[config.mk]
export PLATFORM = sky130hd
export DESIGN_NAME = axi4_fpu_job_slave
export DESIGN_NICKNAME = d
export VERILOG_FILES = /design/src/rtl/axi4_fpu_job_slave.sv
export SDC_FILE = /design/constraint.sdc
export NUM_CORES = 1
export LEC_CHECK = 0
export BUFFER_PORTS_ARGS = -buffer_cell sky130_fd_sc_hd__buf_4
export CORE_AREA = 4 4 248 250
export DETAILED_ROUTE_END_ITERATION = 10
export DIE_AREA = 0 0 252 254
export SYNTH_ARGS = -nofsm -noshare
export SYNTH_HDL_FRONTEND = slang
export SYNTH_SLANG_ARGS = --single-unit
[constraint.sdc]
create_clock -name ACLK -period 6.85 [get_ports ACLK]
set_input_delay 0.3425 -clock ACLK [delete_from_list [all_inputs] [get_ports ACLK]]
set_output_delay 0.3425 -clock ACLK [all_outputs]
set_load 0.05 [all_outputs]
[src/rtl/axi4_fpu_job_slave.sv]
// AXI4 slave front-end that queues two-beat operand writes as FPU jobs and returns results on reads.
// Optional macro FPU_AXI_SLVERR_EN: SLVERR on bad writes and on results carrying the error flag.
module axi4_fpu_job_slave #(
  parameter int unsigned ID_W  = 4,
  parameter int unsigned DEPTH = 4
) (
  input  logic                   ACLK,
  input  logic                   ARESETn,
  input  logic [ID_W-1:0]        AWID,
  input  logic [11:0]            AWADDR,
  input  logic [7:0]             AWLEN,
  input  logic [2:0]             AWSIZE,
  input  logic [1:0]             AWBURST,
  input  logic                   AWVALID,
  output logic                   AWREADY,
  input  logic [31:0]            WDATA,
  input  logic [3:0]             WSTRB,
  input  logic                   WLAST,
  input  logic                   WVALID,
  output logic                   WREADY,
  output logic [ID_W-1:0]        BID,
  output logic [1:0]             BRESP,
  output logic                   BVALID,
  input  logic                   BREADY,
  input  logic [ID_W-1:0]        ARID,
  input  logic [11:0]            ARADDR,
  input  logic [7:0]             ARLEN,
  input  logic                   ARVALID,
  output logic                   ARREADY,
  output logic [ID_W-1:0]        RID,
  output logic [31:0]            RDATA,
  output logic [1:0]             RRESP,
  output logic                   RLAST,
  output logic                   RVALID,
  input  logic                   RREADY,
  output logic                   fpu_req_valid,
  output logic [1:0]             fpu_op,
  output logic [31:0]            fpu_a,
  output logic [31:0]            fpu_b,
  input  logic                   fpu_rsp_valid,
  input  logic [31:0]            fpu_rsp_data,
  input  logic                   fpu_rsp_err,
  output logic [$clog2(DEPTH):0] job_count,
  output logic [$clog2(DEPTH):0] res_count
);
  localparam int unsigned PW = $clog2(DEPTH);
  localparam int unsigned CW = PW + 1;
  localparam logic [CW-1:0] FULL = CW'(DEPTH);

  typedef struct packed {
    logic [ID_W-1:0] id;
    logic [1:0]      op;
    logic [31:0]     a;
    logic [31:0]     b;
    logic            bad;
  } job_t;

  typedef struct packed {
    logic [ID_W-1:0] id;
    logic [31:0]     data;
    logic            err;
  } res_t;

  typedef enum logic [1:0] {W_IDLE, W_DATA, W_RESP} w_state_t;
  typedef enum logic       {D_IDLE, D_BUSY} d_state_t;
  typedef enum logic [1:0] {R_IDLE, R_WAIT, R_DATA} r_state_t;

  w_state_t w_state;
  d_state_t d_state;
  r_state_t r_state;

  job_t job_mem [DEPTH];
  res_t res_mem [DEPTH];
  logic [PW-1:0] job_wr, job_rd, res_wr, res_rd;

  logic [ID_W-1:0] w_id, d_id;
  logic [7:0]      w_opc, w_len, w_beat;
  logic [31:0]     w_a, w_b, a_c, b_c;
  logic            w_bad_c, job_push_c, job_pop_c, res_push_c, res_pop_c, d_take_c, rsp_err_c;
  logic [1:0]      bresp_c, rresp_c;
  job_t            job_in_c, job_head;
  res_t            res_in_c, res_head;
  logic            unused_c;

  // Assembled job as it stands on the WLAST beat.
  assign a_c        = (w_beat == 8'd0) ? WDATA : w_a;
  assign b_c        = (w_beat == 8'd1) ? WDATA : w_b;
  assign w_bad_c    = (w_opc > 8'd2) || (w_len != 8'd1) || (w_beat != w_len);
  assign job_push_c = (w_state == W_DATA) && WVALID && WREADY && WLAST;
  assign job_in_c   = '{id: w_id, op: w_opc[1:0], a: a_c, b: b_c, bad: w_bad_c};
  assign job_head   = job_mem[job_rd];
  assign res_head   = res_mem[res_rd];

  assign d_take_c   = (d_state == D_IDLE) && (job_count != '0) && (res_count != FULL);
  assign job_pop_c  = d_take_c;
  assign res_push_c = (d_take_c && job_head.bad) || ((d_state == D_BUSY) && fpu_rsp_valid);
  assign res_in_c   = (d_state == D_BUSY) ? '{id: d_id, data: fpu_rsp_data, err: rsp_err_c}
                                          : '{id: job_head.id, data: 32'd0, err: 1'b1};
  assign res_pop_c  = (r_state == R_DATA) && RVALID && RREADY;

`ifdef FPU_AXI_SLVERR_EN
  assign bresp_c   = w_bad_c ? 2'd2 : 2'd0;
  assign rresp_c   = res_head.err ? 2'd2 : 2'd0;
  assign rsp_err_c = fpu_rsp_err;
  assign unused_c  = ^{AWSIZE, AWBURST, AWADDR[11:8], WSTRB, ARADDR, ARLEN, res_head.id};
`else
  assign bresp_c   = 2'd0;
  assign rresp_c   = 2'd0;
  assign rsp_err_c = 1'b0;
  assign unused_c  = ^{AWSIZE, AWBURST, AWADDR[11:8], WSTRB, ARADDR, ARLEN, res_head.id,
                       res_head.err, fpu_rsp_err};
`endif

  // Write FSM: AW, operand beats, B response.
  always_ff @(posedge ACLK or negedge ARESETn) begin
    if (!ARESETn) begin
      w_state <= W_IDLE;
      AWREADY <= 1'b0;
      WREADY  <= 1'b0;
      BVALID  <= 1'b0;
      BID     <= '0;
      BRESP   <= 2'd0;
      w_id    <= '0;
      w_opc   <= '0;
      w_len   <= '0;
      w_beat  <= '0;
      w_a     <= '0;
      w_b     <= '0;
    end else begin
      case (w_state)
        W_IDLE: begin
          if (AWVALID && AWREADY) begin
            w_id    <= AWID;
            w_opc   <= AWADDR[7:0];
            w_len   <= AWLEN;
            w_beat  <= '0;
            w_a     <= '0;
            w_b     <= '0;
            AWREADY <= 1'b0;
            WREADY  <= 1'b1;
            w_state <= W_DATA;
          end else begin
            AWREADY <= (job_count != FULL);
          end
        end
        W_DATA: begin
          if (WVALID && WREADY) begin
            w_a <= a_c;
            w_b <= b_c;
            if (w_beat != 8'hFF) w_beat <= w_beat + 8'd1;
            if (WLAST) begin
              WREADY  <= 1'b0;
              BVALID  <= 1'b1;
              BID     <= w_id;
              BRESP   <= bresp_c;
              w_state <= W_RESP;
            end
          end
        end
        W_RESP: begin
          if (BREADY) begin
            BVALID  <= 1'b0;
            AWREADY <= (job_count != FULL);
            w_state <= W_IDLE;
          end
        end
        default: w_state <= W_IDLE;
      endcase
    end
  end

  // Dispatcher: one FPU job in flight; bad jobs short-circuit to an error result.
  always_ff @(posedge ACLK or negedge ARESETn) begin
    if (!ARESETn) begin
      d_state       <= D_IDLE;
      d_id          <= '0;
      fpu_req_valid <= 1'b0;
      fpu_op        <= 2'd0;
      fpu_a         <= '0;
      fpu_b         <= '0;
    end else begin
      fpu_req_valid <= 1'b0;
      case (d_state)
        D_IDLE: begin
          if (d_take_c && !job_head.bad) begin
            fpu_req_valid <= 1'b1;
            fpu_op        <= job_head.op;
            fpu_a         <= job_head.a;
            fpu_b         <= job_head.b;
            d_id          <= job_head.id;
            d_state       <= D_BUSY;
          end
        end
        D_BUSY: if (fpu_rsp_valid) d_state <= D_IDLE;
        default: d_state <= D_IDLE;
      endcase
    end
  end

  // Read FSM: AR, wait for a result, single-beat R.
  always_ff @(posedge ACLK or negedge ARESETn) begin
    if (!ARESETn) begin
      r_state <= R_IDLE;
      ARREADY <= 1'b0;
      RVALID  <= 1'b0;
      RLAST   <= 1'b0;
      RID     <= '0;
      RDATA   <= '0;
      RRESP   <= 2'd0;
    end else begin
      case (r_state)
        R_IDLE: begin
          if (ARVALID && ARREADY) begin
            RID     <= ARID;
            ARREADY <= 1'b0;
            r_state <= R_WAIT;
          end else begin
            ARREADY <= 1'b1;
          end
        end
        R_WAIT: begin
          if (res_count != '0) begin
            RVALID  <= 1'b1;
            RLAST   <= 1'b1;
            RDATA   <= res_head.data;
            RRESP   <= rresp_c;
            r_state <= R_DATA;
          end
        end
        R_DATA: begin
          if (RREADY) begin
            RVALID  <= 1'b0;
            RLAST   <= 1'b0;
            ARREADY <= 1'b1;
            r_state <= R_IDLE;
          end
        end
        default: r_state <= R_IDLE;
      endcase
    end
  end

  // FIFO pointers and occupancy.
  always_ff @(posedge ACLK or negedge ARESETn) begin
    if (!ARESETn) begin
      job_wr    <= '0;
      job_rd    <= '0;
      res_wr    <= '0;
      res_rd    <= '0;
      job_count <= '0;
      res_count <= '0;
    end else begin
      if (job_push_c) job_wr <= job_wr + PW'(1);
      if (job_pop_c)  job_rd <= job_rd + PW'(1);
      if (res_push_c) res_wr <= res_wr + PW'(1);
      if (res_pop_c)  res_rd <= res_rd + PW'(1);
      job_count <= job_count + CW'(job_push_c) - CW'(job_pop_c);
      res_count <= res_count + CW'(res_push_c) - CW'(res_pop_c);
    end
  end

  // FIFO storage needs no reset; occupancy gates every read.
  always_ff @(posedge ACLK) begin
    if (job_push_c) job_mem[job_wr] <= job_in_c;
    if (res_push_c) res_mem[res_wr] <= res_in_c;
  end
endmodule

# Word level (Yosys, flattened, before mapping)
# Memory sizes are Yosys's and may differ from the RTL's. A register that Yosys moved wholly into a read port is not among the register bits.
# Cells that the tools add are included.
[classes]
order_cmp = 1
bitwise = 1
n_eq_ne = 18
n_mux = 46
add_sub_neg = 9
div = 0
n_reduce_logical = 42
shift = 0
multipliers = 0
[op_table]
columns = ["cell", "count"]
rows = [
  ["two-way mux 32 bit", 5],
  ["one-hot mux 32 bit (2 select lines)", 2],
  ["two-way mux 37 bit", 1],
  ["two-way mux 8 bit", 3],
  ["two-way mux 1 bit", 19],
  ["one-hot mux 8 bit (2 select lines)", 1],
  ["AND reduction 4 bit", 4],
  ["two-way mux 2 bit", 7],
  ["logical AND 1 bit", 13],
  ["inequality test 2 bit (second input constant)", 6],
  ["one-hot mux 1 bit (2 select lines)", 6],
  ["one-hot mux 2 bit (3 select lines)", 2],
  ["AND reduction 2 bit", 6],
  ["AND reduction 3 bit", 4],
  ["nonzero test 2 bit", 5],
  ["adder 2 x 1 -> 2 bit (second input constant)", 4],
  ["adder 8 x 1 -> 8 bit (second input constant)", 1],
  ["equality test 8 x 1 -> 1 bit (second input constant)", 1],
  ["greater-than comparator 8 x 2 -> 1 bit (second input constant)", 1],
  ["zero test 8 bit", 1],
  ["inequality test 8 x 1 -> 1 bit (second input constant)", 1],
  ["inequality test 8 bit", 1],
  ["inequality test 8 bit (second input constant)", 1],
  ["adder 3 x 1 -> 3 bit", 2],
  ["other kinds (10)", 20],
]
[word_totals]
latch_bits = 0
in_bits = 131
romBits = 0
out_inout_bits = 123
register_bits = 195
word_cells = 146
memories = 2
mem_bits_rw = 432
[memory_table]
columns = ["name", "depth", "word_bits", "read_ports", "rd_clocked_by_memory_dff", "write_ports", "line_no", "source"]
rows = [
  ["job_mem", 4, 71, 1, 0, 1, "72", "job_t job_mem [DEPTH];"],
  ["res_mem", 4, 37, 1, 1, 1, "73", "res_t res_mem [DEPTH];"],
]

# Longest topological paths before layout
# Gate-level depths: netlist of run 1.
[depth]
word_depth = 7
ltp_mapped = 13
mapped_depth_nobuf = 10

# Least setup slack after synthesis of run 1
# Ideal clock, no wire load.
[synth_timing]
path_type = "reg-to-reg"
startpoint = "register w_state[1]"
endpoint = "memory job_mem[0][0] in the netlist's numbering, enable pin"
arrival_ns = 2.948
synth_period_minus_slack_ns = 3.381
path_stages_with_launch = 8
setup_slack_ns = 3.469
required_time_ns = 6.417
path_cell_list = "dfrtp_1 > buf_2 > nor2b_1 > buf_2 > and3_1 > buf_2 > clkbuf_1 > and3_1"
[synth_between]
elab_chain_len = 6
[synth_rtl]
columns = ["item", "line_no", "source"]
rows = [
  ["start: declaration", "68", "w_state_t w_state;"],
  ["start signal: assignment", "117", "w_state <= W_IDLE;"],
  ["start signal: assignment", "141", "w_state <= W_DATA;"],
  ["start signal: assignment", "156", "w_state <= W_RESP;"],
  ["equality test 2 x 1 -> 1 bit", "89", "assign job_push_c = (w_state == W_DATA) && WVALID && WREADY && WLAST;"],
  ["logical AND 1 bit (3 in a row)", "89", ""],
  ["two-way mux 1 bit", "264", "if (job_push_c) job_mem[job_wr] <= job_in_c;"],
  ["two-way mux 1 bit (not written as such)", "264", ""],
  ["end: declaration", "72", ""],
]
# Every way passes these cells.

# Worst setup path after layout of run 1
[layout_timing]
startpoint = "register w_state[1]"
endpoint = "register job_count[2]"
[layout_between]
elab_chain_len = 6
[layout_rtl]
columns = ["item", "line_no", "source"]
rows = [
  ["equality test 2 x 1 -> 1 bit", "89", ""],
  ["logical AND 1 bit (3 in a row)", "89", ""],
  ["adder 3 x 1 -> 3 bit", "257", "job_count <= job_count + CW'(job_push_c) - CW'(job_pop_c);"],
  ["subtractor 3 x 1 -> 3 bit", "257", ""],
  ["end signal: assignment", "257", ""],
  ["end: declaration", "43", "output logic [$clog2(DEPTH):0] job_count,"],
]
# Every way passes these cells.
# A chain may end at the register's enable or synchronous reset.

==> results of run 1 <==
power by group:
part / total (W) / switching [W] / internal, W / leakage [nW]
registers: 0.00561 / 0.000457 / 0.00516 / 6.57
clock network: 0.00369 / 0.00145 / 0.00224 / 1.11
logic: 0.00404 / 0.00234 / 0.00170 / 3.83
total: 0.0133 / 0.00425 / 0.00910 / 11.5
metal layers:
| layer | routed length (µm) | track usage, % |
|---|---|---|
| met2 | 27300 | 28.9 |
| met5 | 13 | 0 |
| met1 | 23200 | 22.6 |
| met4 | 1050 | 4.98 |
| met3 | 2400 | 3.25 |
cells in the mapped netlist, types with 2 or more instances:
master	n	share of area (%)
edfxtp_1	396	50
dfrtp_1	223	23
mux2_2	172	8.1
mux4_2	99	9.3
a22o_1	64	2.3
and2_1	34	0.89
buf_2	30	0.63
clkbuf_1	26	0.41
mux2_1	20	0.94
inv_1	18	0.28
ha_1	15	0.78
and3_1	11	0.29
buf_4	10	0.31
xnor2_1	10	0.36
nand2_1	9	0.14
a21oi_1	8	0.17
nand3_1	8	0.17
a31oi_1	7	0.18
nor2b_1	7	0.18
nand4_1	6	0.16
a21o_1	5	0.16
nor2_1	5	0.078
o21ai_0	5	0.10
nor3_1	4	0.083
a21bo_2	2	0.083
buf_1	2	0.031
buf_8	2	0.13
fa_1	2	0.17
nor4_1	2	0.052
xor2_1	2	0.073
area by class of cell:
type / count / area [µm²] / share of cell area [%]
timing repair buffer: 287 / 2320 / 7.91
clock buffer: 97 / 1940 / 6.62
multi-input combinational: 519 / 6200 / 21.2
sequential: 619 / 17500 / 59.6
tap: 773 / 967 / 3.30
clock inverter: 25 / 330 / 1.13
antenna: 2 / 5.00 / 0.0171
inverter: 18 / 67.6 / 0.231
sequential cells by signal, indices dropped and copies added (netlist names), 2 cells and up:
register,cells
job_mem,268
res_mem,128
RDATA,32
fpu_a,32
fpu_b,32
w_a,32
w_b,32
w_beat,8
w_len,8
w_opc,8
BID,4
RID,4
w_id,4
job_count,3
res_count,3
fpu_op,2
job_rd,2
job_wr,2
r_state,2
res_rd,2
res_wr,2
w_state,2
tightest hold or removal path: stages:
cell and delay [ps]:
buf_4 120, nand2_1 50, a21o_1 100
logic make-up (layout without fill, tap and decap cells):
| kind of cell | after synthesis | in the layout | share of synthesized area, % |
|---|---|---|---|
| adders and majority gates | 17 | 17 | 0.948 |
| xor gates and xnor gates | 12 | 12 | 0.438 |
| muxes | 291 | 291 | 18.3 |
| other | 1 | 6 | 0.0156 |
| and+or+nand+nor | 94 | 94 | 2.32 |
| DFF | 619 | 619 | 72.7 |
| buffers and inverters | 89 | 427 | 1.83 |
| AOI/OAI and AO/OA | 101 | 101 | 3.43 |
worst paths after layout:
| path | end | cells after the start | slack, ps |
|---|---|---|---|
| max reg2reg | job_count[2] | 10 | 3370 |
| max | job_count[2] | 10 | 3370 |
| min in group asynchronous | RDATA[11] | 2 | 320 |
| min reg2reg | fpu_a[10] | 1 | 480 |
| min | RVALID | 3 | 40 |
| max in group asynchronous | job_rd[0] | 3 | 5090 |
per-stage QoR:
stage                     util [%]  power, W  worst slack [ps]  hold WS (ps)
after global placement        44.8   0.00967              3400           413
after floorplan                  -   0.00848              3470          46.9
after detailed placement      44.8   0.00978              3370           427
after global routing          49.7    0.0140              3120          19.6
after CTS                     49.7    0.0135              3360          1.86
final                         49.7    0.0133              3370          42.4
==> results.sh, run 1 <==
export IMPL_status="finished, final reports clean"
export IMPL_drive_above_1_share_pct=40.1
export IMPL_hold_viol=0
export IMPL_reg2reg_from="w_state[1]"
export IMPL_pin_count=254
export IMPL_fill_cells=4853
export IMPL_clockRootBuffer="clkbuf_16"
export IMPL_drc=0
export IMPL_dieArea_um2=64000
export IMPL_crit_buf_inv=2
export IMPL_hpwl_mm=30.0
export IMPL_track_usage_pct=17.0
export IMPL_grt_pass1_wl_mm=82.4
export IMPL_cts_tree="yes"
export IMPL_cp_max_fo=17
export IMPL_antenna_found_initial=3
export IMPL_syn2layout_area_growth_pct=22.0
export IMPL_rsz0062_at_grt="no"
export IMPL_slew_headroom_pct=23.4
export IMPL_worst_pin_slew_ps=1150
export IMPL_placed_area_um2=26500
export IMPL_cpLargestDelayFamily="simple AND/OR/NAND/NOR gates"
export IMPL_synth_cell_area_um2=24000
export IMPL_arrival_ps=3940
export IMPL_max_freq_mhz=288
export IMPL_cp_slowest_cell="and3_1"
export IMPL_clock_latency_ps=600
export IMPL_critical_path_class="flip-flop to flip-flop"
export IMPL_avgViaCountPerCell=5.29
export IMPL_die_h_um=254
export IMPL_synth_edf_count=396
export IMPL_synthArstFlopShare_pct=36.0
export IMPL_slowest_delay_ps=650
export IMPL_finClkSkew_ps=23.1
export IMPL_crit_start="w_state[1]"
export IMPL_holdBufCountCts=57
export IMPL_finalCriticalPeriod_ps=3480
export IMPL_start_kind="flip-flop"
export IMPL_seq_area_frac_synth_pct=72.7
export IMPL_final_net_count=1660
export IMPL_power_leakage_nw=11.5
export IMPL_cp_cell_sequence="nor2b_1 > and3_1 > nand2_1 > ha_1 > inv_1 > ha_1 > inv_1 > fa_1 > xnor2_1 > xnor2_1"
export IMPL_via_count=12374
export IMPL_final_common_cell="edfxtp_1"
export IMPL_syn_instance_count=1224
export IMPL_peakVddDrop_mv=0.346
export IMPL_port_buffers=215
export IMPL_cts_resized=0
export IMPL_initial_core_util_pct=40.7
export IMPL_layout_common_cells="edfxtp_1 (396), buf_4 (228), dfrtp_1 (220)"
export IMPL_cap_violations=0
export IMPL_grt_max_degree=130
export IMPL_drt_pass1_iterations=5
export IMPL_grt_pass1_vias=13131
export IMPL_yosysUniqueCellTypes=50
export IMPL_overflow=0
export IMPL_clockBufferDepth=3
export IMPL_cp_end_kind="flip-flop"
export IMPL_power_density_nw_per_um2=455
export IMPL_ant_nets=0
export IMPL_fin_setup_tns_ps=0
export IMPL_synth_avg_cell_area_um2=19.6
export IMPL_wire_per_inst_um=23.1
export IMPL_clk_pin_slew_ps=60
export IMPL_final_area_um2=29300
export IMPL_gp_congestion=0.735
export IMPL_instances_no_fill=2340
export IMPL_fin_crit_sh_pct=50.8
export IMPL_synthFlopType="edfxtp_1"
export IMPL_synth_seq_cells=619
export IMPL_drt_iter0_drc=650
export IMPL_required_ps=7310
export IMPL_fp_coreArea_um2=59000
export IMPL_dp_cells=2159
export IMPL_rows=89
export IMPL_yosysWarningCount=0
export IMPL_htreeDepth=3
export IMPL_cts_sinks=619
export IMPL_numCtsBuffers=67
export IMPL_setup_viol=0
export IMPL_finalMaxSlewViolations=0
export IMPL_finalWirelength_mm=54.0
export IMPL_die_w_um=252
export IMPL_hold_class="primary input to flip-flop"
export IMPL_post_cts_buffers=0
export IMPL_hp_start="RREADY"
No activity file was read; power rests on OpenSTA's default activity.
==> inputs of run 2 (changes only) <==
==> constraint.sdc (replaced) <==
create_clock -name ACLK -period 2.95 [get_ports ACLK]
set_input_delay 0.1475 -clock ACLK [delete_from_list [all_inputs] [get_ports ACLK]]
set_output_delay 0.1475 -clock ACLK [all_outputs]
set_load 0.05 [all_outputs]
==> run 2 against run 1 <==
Effect of this change:
- non-clock buffer count rose by 67
- count of clock-buffer cells in the layout rose by 1
- combinational power increased by 140%
- wire length shrank 0.98%
- critical path depth shrank 1
- sequential power grew 130%
- global-route usage decreased by 0.17 points
- clock skew about the same
- die area unchanged
- via count up 0.79%
- highest routed layer is now met4
- sequential share of layout area decreased by 1.1 points
- maximum frequency rose by 39%
==> results.sh, run 2 (same netlist as run 1, synthesis figures left out) <==
export IMPL_required_ps=3460
export IMPL_ant_nets=0
export IMPL_wire_per_inst_um=22.2
export IMPL_hpwl_mm=31.7
export IMPL_regArea_um2=17500
export IMPL_multi_input_area_um2=6180
export IMPL_finClkSkew_ps=23.6
export IMPL_initial_core_util_pct=40.7
export IMPL_final_net_count=1728
export IMPL_rows=89
export IMPL_clockBufferDepth=3
export IMPL_antenna_found_initial=1
export IMPL_slew_headroom_pct=37.0
export IMPL_overflow=0
export IMPL_die_h_um=254
export IMPL_r2r_cells=9
export IMPL_hold_viol=0
export IMPL_peakVddDrop_mv=0.771
export IMPL_worst_slack_ps=457
export IMPL_clockRootBuffer="clkbuf_16"
export IMPL_critical_path_class="flip-flop to flip-flop"
export IMPL_cts_resized=0
export IMPL_cts_tree="yes"
export IMPL_cp_end_kind="flip-flop"
export IMPL_hold_class="primary input to asynchronous set/reset pin"
export IMPL_clock_latency_ps=590
export IMPL_finalCriticalPeriod_ps=2490
export IMPL_drive_above_1_share_pct=40.0
export IMPL_final_common_cell="edfxtp_1"
export IMPL_holdBufCountCts=96
export IMPL_die_w_um=252
export IMPL_syn2layout_area_growth_pct=24.2
export IMPL_start_kind="flip-flop"
export IMPL_status="finished, final reports clean"
export IMPL_numCtsBuffers=68
export IMPL_drc=0
export IMPL_track_usage_pct=16.8
export IMPL_r2r_end="res_count[2]"
export IMPL_grt_pass1_vias=13367
export IMPL_fin_crit_sh_pct=84.5
export IMPL_post_cts_buffers=0
export IMPL_power_leakage_nw=11.8
export IMPL_setup_viol=0
export IMPL_max_freq_mhz=401
export IMPL_avgViaCountPerCell=5.18
export IMPL_arrival_ps=3000
export IMPL_reg2reg_from="job_rd[0]"
export IMPL_grt_max_degree=81
export IMPL_dieArea_um2=64000
export IMPL_drt_iter0_drc=766
export IMPL_dp_slack_ps=441
export IMPL_top_register="job_mem"
export IMPL_reg2reg_slack_ps=460
export IMPL_gp_congestion=0.722
export IMPL_clk_pin_slew_ps=60
export IMPL_pin_count=254
export IMPL_top_regs="job_mem (268), res_mem (128)"
export IMPL_port_buffers=215
export IMPL_fill_cells=4826
export IMPL_htreeDepth=3
export IMPL_via_count=12472
export IMPL_finalWirelength_mm=53.5
export IMPL_worst_pin_slew_ps=944
export IMPL_finalMaxSlewViolations=0
export IMPL_drt_pass1_iterations=5
export IMPL_p_total_w=0.0304
export IMPL_grt_pass1_wl_mm=82.8
export IMPL_fp_coreArea_um2=59000
export IMPL_power_density_nw_per_um2=1020
export IMPL_cap_violations=0
export IMPL_largest_reg_flops=268
export IMPL_cts_sinks=619
export IMPL_layout_common_cells="edfxtp_1 (396), buf_4 (244), dfrtp_1 (220)"
export IMPL_rsz0062_at_grt="no"
export IMPL_cp_max_fo=2
run 2: changes by cell type in the layout (fill, tap and decap cells not counted), moves of 3 or more:
cell	delta
bufinv_16	-6
buf_4	+16
dlygate4sd3_1	+39
clkinv_2	+10
buf_12	+12
clkbuf_1	+7
clkinv_1	-3
nor2b_2	+4
nor2b_4	-4
clkbuf_8	-6
run 2: worst max-delay path, stage by stage, from the launching register on:
cell     delay (ps)
dfrtp_4         430
mux4_2          560
a22oi_2         190
ha_1            250
inv_1            60
ha_1            150
inv_1            50
fa_1            400
xnor2_1         190
xnor2_1         140
run 2: worst max path at each step:
stage / from / endpoint / depth (start not counted)
6_report: job_rd[0] / res_count[2] / 9
5_1_grt: job_rd[0] / res_count[2] / 9
4_1_cts: job_rd[0] / res_count[2] / 9
3_5_place_dp: job_rd[0] / res_count[2] / 9
3_3_place_gp: job_rd[0] / res_count[2] / 9
2_1_floorplan: res_count[1] / res_mem[0][10] / 4
run 2: cell type report:
type	instances	share of cell area, %
Inverter	18	0.226
Tap cell	773	3.24
Multi-Input combinational cell	519	20.7
Sequential cell	619	58.6
Clock buffer	98	6.32
Antenna cell	1	0.00839
Clock inverter	26	0.629
Timing Repair Buffer	354	10.3
run 2: per-stage QoR:
stage / std cells / TNS (ps) / instance area, µm² / hold WS [ps] / util [%]
global placement: 2187 / 0 / 26800 / 187 / 45.4
floorplan: 1227 / -41160 / 24000 / -148 / -
global route: 2407 / 0 / 29800 / 177 / 50.6
finish: 2408 / 0 / 29800 / 139 / 50.6
CTS: 2407 / 0 / 29800 / 159 / 50.6
detailed placement: 2187 / 0 / 26800 / 210 / 45.4
run 2: layer usage:
metal | routed length, µm | vias up | track usage, %
met2 | 27300 | 250 | 28.8
met1 | 23000 | 6623 | 22.3
met4 | 912 | 0 | 4.62
met3 | 2360 | 60 | 3.12
li1 | - | 5539 | -
met5 | 0 | - | 0
run 2: power by group:
| part | total, W | internal [W] | switching [W] |
|---|---|---|---|
| Sequential | 0.0129 | 0.0120 | 0.000911 |
| Combinational | 0.00963 | 0.00412 | 0.00551 |
| Clock | 0.00788 | 0.00456 | 0.00333 |
